===== config.mk =====
export PLATFORM = sky130hd
export DESIGN_NAME = mu0_ctrl
export DESIGN_NICKNAME = d
export VERILOG_FILES = /design/src/rtl/mu0_ctrl.sv
export SDC_FILE = /design/constraint.sdc
export NUM_CORES = 1
export LEC_CHECK = 0
export ABC_AREA = 1
export ABC_CLOCK_PERIOD_IN_PS = 1730
export BUFFER_PORTS_ARGS = -buffer_cell sky130_fd_sc_hd__buf_2
export CAP_MARGIN = 30
export CORE_ASPECT_RATIO = 0.5
export CORE_MARGIN = 1
export CORE_UTILIZATION = 30
export CTS_CLUSTER_SIZE = 20
export DETAILED_ROUTE_END_ITERATION = 8
export MAX_ROUTING_LAYER = met4
export PLACE_DENSITY = 0.52
export REMOVE_ABC_BUFFERS = 1
export SYNTH_ARGS = -nofsm -noshare
export SYNTH_HDL_FRONTEND = slang
export SYNTH_SLANG_ARGS = --single-unit

===== constraint.sdc =====
create_clock -name clk -period 1.73 [get_ports clk]
set_input_delay 0.0865 -clock clk [delete_from_list [all_inputs] [get_ports clk]]
set_output_delay 0.0865 -clock clk [all_outputs]
set_load 0.01 [all_outputs]

===== src/rtl/mu0_ctrl.sv =====
// MU0 fetch/execute sequencer: drives PC/IR/ACC enables, address/PC muxes, ALU function
// and a req/ack memory port, with a memory-wait watchdog and halt/error reporting.
module mu0_ctrl #(
    parameter int OPW     = 4,
    parameter int CNTW    = 8,
    parameter int TIMEOUT = 255
) (
    input  logic           clk,
    input  logic           rs,
    input  logic           run,
    input  logic [OPW-1:0] opcode,
    input  logic           acc_zero,
    input  logic           acc_neg,
    input  logic           mem_ack,
    output logic           mem_req,
    output logic           mem_wr,
    output logic           addr_sel,
    output logic           pc_sel,
    output logic [1:0]     alu_fn,
    output logic           ir_en,
    output logic           pc_en,
    output logic           acc_en,
    output logic           reg_rs,
    output logic           halted,
    output logic           err,
    output logic [2:0]     state_dbg
);

    typedef enum logic [2:0] {
        S_IDLE   = 3'd0,
        S_CLEAR  = 3'd1,
        S_FETCH  = 3'd2,
        S_DECODE = 3'd3,
        S_MEMRD  = 3'd4,
        S_MEMWR  = 3'd5,
        S_HALT   = 3'd6
    } state_t;

    localparam logic [OPW-1:0] OP_LDA = OPW'(0);
    localparam logic [OPW-1:0] OP_STO = OPW'(1);
    localparam logic [OPW-1:0] OP_ADD = OPW'(2);
    localparam logic [OPW-1:0] OP_SUB = OPW'(3);
    localparam logic [OPW-1:0] OP_JMP = OPW'(4);
    localparam logic [OPW-1:0] OP_JGE = OPW'(5);
    localparam logic [OPW-1:0] OP_JNE = OPW'(6);
    localparam logic [OPW-1:0] OP_STP = OPW'(7);

    localparam logic [CNTW-1:0] WD_LAST = (TIMEOUT == 0) ? '0 : CNTW'(TIMEOUT - 1);

    state_t          state, state_n;
    logic            err_q, err_n;
    logic [CNTW-1:0] wcnt;
    logic            wd_last;

    // Last permitted unacked cycle; an ack in this same cycle still wins.
    assign wd_last   = (TIMEOUT != 0) && (wcnt == WD_LAST);
    assign err       = err_q;
    assign state_dbg = state;

    always_ff @(posedge clk or posedge rs) begin
        if (rs) begin
            state <= S_IDLE;
            err_q <= 1'b0;
        end else begin
            state <= state_n;
            err_q <= err_n;
        end
    end

    // Wait counter restarts on every state change, so each access gets a fresh budget.
    always_ff @(posedge clk or posedge rs) begin
        if (rs) begin
            wcnt <= '0;
        end else if (state_n != state) begin
            wcnt <= '0;
        end else if (mem_req && !mem_ack) begin
            wcnt <= wcnt + CNTW'(1);
        end
    end

    always_comb begin
        state_n  = state;
        err_n    = err_q;
        mem_req  = 1'b0;
        mem_wr   = 1'b0;
        addr_sel = 1'b0;
        pc_sel   = 1'b0;
        alu_fn   = 2'b00;
        ir_en    = 1'b0;
        pc_en    = 1'b0;
        acc_en   = 1'b0;
        reg_rs   = 1'b0;
        halted   = 1'b0;

        case (state)
            S_IDLE: begin
                if (run) state_n = S_CLEAR;
            end
            S_CLEAR: begin
                reg_rs  = 1'b1;
                pc_en   = 1'b1;
                acc_en  = 1'b1;
                state_n = S_FETCH;
            end
            S_FETCH: begin
                mem_req = 1'b1;
                if (mem_ack) begin
                    ir_en   = 1'b1;
                    pc_en   = 1'b1;
                    state_n = S_DECODE;
                end else if (wd_last) begin
                    state_n = S_HALT;
                    err_n   = 1'b1;
                end
            end
            S_DECODE: begin
                case (opcode)
                    OP_LDA, OP_ADD, OP_SUB: state_n = S_MEMRD;
                    OP_STO: state_n = S_MEMWR;
                    OP_JMP: begin
                        pc_en   = 1'b1;
                        pc_sel  = 1'b1;
                        state_n = S_FETCH;
                    end
                    OP_JGE: begin
                        pc_en   = ~acc_neg;
                        pc_sel  = ~acc_neg;
                        state_n = S_FETCH;
                    end
                    OP_JNE: begin
                        pc_en   = ~acc_zero;
                        pc_sel  = ~acc_zero;
                        state_n = S_FETCH;
                    end
                    OP_STP: begin
                        state_n = S_HALT;
                        err_n   = 1'b0;
                    end
                    default: begin
                        state_n = S_HALT;
                        err_n   = 1'b1;
                    end
                endcase
            end
            S_MEMRD: begin
                mem_req  = 1'b1;
                addr_sel = 1'b1;
                if (opcode == OP_ADD)      alu_fn = 2'b01;
                else if (opcode == OP_SUB) alu_fn = 2'b10;
                else                       alu_fn = 2'b00;
                if (mem_ack) begin
                    acc_en  = 1'b1;
                    state_n = S_FETCH;
                end else if (wd_last) begin
                    state_n = S_HALT;
                    err_n   = 1'b1;
                end
            end
            S_MEMWR: begin
                mem_req  = 1'b1;
                mem_wr   = 1'b1;
                addr_sel = 1'b1;
                if (mem_ack) begin
                    state_n = S_FETCH;
                end else if (wd_last) begin
                    state_n = S_HALT;
                    err_n   = 1'b1;
                end
            end
            S_HALT: begin
                halted = 1'b1;
                if (!run) state_n = S_IDLE;
            end
            default: state_n = S_IDLE;
        endcase

        if (state_n == S_IDLE) err_n = 1'b0;
    end

endmodule


==> results.md <==
- Outcome: finished, final reports clean
- Worst rel slew slack: 66.2%
- Tightest Pin Transition: 507 ps
- End of the worst register-to-register path: wcnt[3]
- Detail-routed net length per standard cell: 12.7 um
- Final #Nets: 195
- Worst min-delay path class: in2reg
- Fraction of power spent switching nets: 49.2%
- Worst Path Arrival: 1880 ps
- Worst-path clk slew: 60 ps
- Pleak: 0.749 nW
- Most common cell after layout, fill and taps aside: sky130_fd_sc_hd__nand2_1
- Vias per inst: 4.97
- Weighted congestion reported at the end of routability-driven placement: 0.825
- Number of library cell types mapped by synthesis: 24
- Total gr overflow: 0
- FMAX: 587 MHz
- Stages on worst setup path: 14
- Sw power: 0.00123 W
- Kind of end point of the critical path: flip-flop
- Number of instances in the synthesized netlist: 141
- Die Span X: 82.8 um
- H-tree depth: 1
- PnR Total Power: 0.00249 W
- Number of antenna violations at the first check in global routing: 0
- Post-Route Utilization: 44.5%
- MaxCap Viol Count: 0
- Share of final-layout standard cells stronger than drive strength 1: 37.0%
- Sinks on Clock Net: 12
- Sequential group share of total power: 16.3%
- Fraction of the yosys area taken by sequential cells: 30.7%
- Largest delay share family, worst path: simple AND/OR/NAND/NOR gates
- Final total negative setup slack: 0 ps
- Min Hold Slack: 243 ps
- Number of stages on the worst hold path: 3
- Depth of the worst register-to-register path: 14
- Cell area power density: 1840 mW/mm^2
- Element type at the critical path start: flip-flop
- Combined area of all synthesized cells: 978 um^2
- Routed WL: 2.81 mm
- Iter 0 DRT Violations: 19
- Most frequent cells in the layout: sky130_fd_sc_hd__nand2_1, sky130_fd_sc_hd__buf_2, sky130_fd_sc_hd__nand4_1
- Buf/Inv on CP: 2
- Max IR drop VDD: 914 uV
- Crit share post-route: 98.4%
- Maximum fanout encountered on the critical timing path: 6
- Pin count of the biggest net entering global routing: 14
- Via count: 1098
- Vias in the first global route: 928
- Pint: 0.00126 W
- Antenna-violating nets left: 0
- Count of inserted antenna diode cells: 0
- Clock tree from TritonCTS: built
- Number of ports placed on the die boundary: 25
- WP data required: 1910 ps
- Port Buffer Count: 24
- Number of flip-flops and latches in the synthesized netlist: 12
- DR DRC count: 0
- Per-instance average area after synthesis: 6.94 um^2
- Final critical delay including setup and external delays: 1700 ps
- Warnings, synthesis: 0
- CP peak stage delay: 360 ps
- Total core area: 0.00305 mm^2
- Logic pwr share: 73.1%
- Total Routing Usage GR: 15.7%
- Crit path max-delay cell type: sky130_fd_sc_hd__dfrtp_1
- Register-to-register path setup slack: 30 ps
- Final-report max-slew violation count: 0
- Die area: 0.00351 mm^2
- Launching point of the worst reg2reg path: wcnt[0]
- Growth of design area from synthesis to finish: 38.5%
- Setup repair after global routing missed its margin: true
- Sequence of cells on the critical path: inv_2, ha_4, nand2_1, nor2_1, nand2_1, nand2_1, nand2_2, nand2_2, nand2_2, nand2_2, nor2_4, clkbuf_16, nand4_1, nand2_1
- Starting Density: 32.1%
- Worst min-delay path startpoint: run
- Clk root buf: sky130_fd_sc_hd__clkbuf_8
- Height of the die: 42.4 um
- Insertion delay to the later sink of the worst-skew pair: 250 ps
- WHS Endpoint: state_dbg[2]
- Worst clock skew on the final layout: 7.18 ps
- Part of the total power dissipated in the clock network: 10.5%
- CP Class: reg2reg
- Row Count: 14
- Number of buffers created by CTS: 3
- Global-route wire length before repair: 4.06 mm
- Clock Path Buffers: 2
- Dpl hpwl: 1.94 mm
- Number of endpoints with negative hold slack in the final report: 0
- Number of detailed-route iterations in the first pass: 4
- Final setup violating endpoints: 0
## power by group through the flow
stage               logic [W]  registers, W  clock network [W]
global route          0.00196      0.000411           0.000275
detailed placement    0.00127      0.000402                  0
global placement      0.00127      0.000403                  0
finish                0.00182      0.000406           0.000263
floorplan            0.000771      0.000432                  0
CTS                   0.00141      0.000397           0.000264
## worst reg2reg max path: cells and delay by family, from the launching register on
family	cells	cell delay (ps)
DFF	1	360
and+or+nand+nor	11	910
buffers and inverters	2	230
adders and majority gates	1	140
## cell usage after synthesis
cell	n	area share [%]
sky130_fd_sc_hd__nand2_1	37	14
sky130_fd_sc_hd__inv_1	15	5.8
sky130_fd_sc_hd__nand4_1	15	9.6
sky130_fd_sc_hd__dfrtp_1	12	31
sky130_fd_sc_hd__nand3_1	10	5.1
sky130_fd_sc_hd__nor2_1	8	3.1
sky130_fd_sc_hd__nor3_1	8	4.1
sky130_fd_sc_hd__xor2_1	6	5.4
sky130_fd_sc_hd__nand2_2	5	3.2
sky130_fd_sc_hd__a21oi_1	4	2.0
sky130_fd_sc_hd__buf_6	3	3.5
sky130_fd_sc_hd__inv_2	3	1.2
sky130_fd_sc_hd__nor2_2	3	1.9
sky130_fd_sc_hd__ha_1	2	2.6
sky130_fd_sc_hd__a22o_1	1	0.90
sky130_fd_sc_hd__buf_2	1	0.51
sky130_fd_sc_hd__nand2_4	1	1.2
sky130_fd_sc_hd__nand3_2	1	1.0
sky130_fd_sc_hd__nor2_4	1	1.2
sky130_fd_sc_hd__nor4_1	1	0.64
sky130_fd_sc_hd__o21a_1	1	0.77
sky130_fd_sc_hd__o21ai_0	1	0.51
sky130_fd_sc_hd__o21ai_1	1	0.51
sky130_fd_sc_hd__or2_2	1	0.64
## worst max path at each step
| stage | startpoint | to | slack [ps] |
|---|---|---|---|
| finish | wcnt[0] | wcnt[3] | 30 |
| CTS | wcnt[0] | wcnt[0] | 10 |
| floorplan | state_dbg[1] | err | 100 |
| global route | wcnt[0] | wcnt[5] | -100 |
| detailed placement | wcnt[0] | wcnt[0] | -30 |
| global placement | state_dbg[1] | wcnt[0] | -20 |
## area by class of cell
type                            instances  area (um^2)
Fill cell                             316         1690
Inverter                               18         67.6
Timing Repair Buffer                   40          273
Clock buffer                            3         41.3
Tap cell                               40         50.0
Multi-Input combinational cell        108          622
Sequential cell                        12          302
## sequential cells by signal, summed over array words and instances (netlist names)
register	count
wcnt	8
state_dbg	3
err	1
## kinds of logic (layout without fill, tap and decap cells)
family	count (synthesis)	in the layout	share of synthesized area (%)
flip-flops	12	12	30.7
adder cells (fa/ha/maj)	2	2	2.56
buffers and inverters	22	61	10.9
AO/OA/AOI/OAI	8	8	4.73
AND/OR/NAND/NOR	91	92	45.8
XOR/XNOR	6	6	5.37
## per-layer routing
layer / global-route usage, % / up-vias / share of wire (%)
met5: - / - / 0
met4: 3.10 / 0 / 0.71
met3: 2.61 / 5 / 4.5
met2: 26.2 / 26 / 47
met1: 20.2 / 520 / 47
li1: - / 547 / -
## metrics by stage
| step | cells | area, um^2 | setup slack, ps |
|---|---|---|---|
| final | 221 | 1360 | 27.1 |
| after detailed placement | 211 | 1180 | -30.9 |
| after CTS | 216 | 1260 | 11.8 |
| after global placement | 211 | 1180 | -19.6 |
| after floorplan | 137 | 940 | 104 |
| after global routing | 221 | 1360 | -98.1 |
## repair_timing
action,in CTS,in global routing
gates cloned,0,2
hold buffers,1,0
pin swaps,1,9
endpoints found under the hold margin,12,0
setup endpoints to repair,2,9
buffers inserted,1,3
gates resized for setup,0,12
No activity file was read; power rests on OpenSTA's default activity.
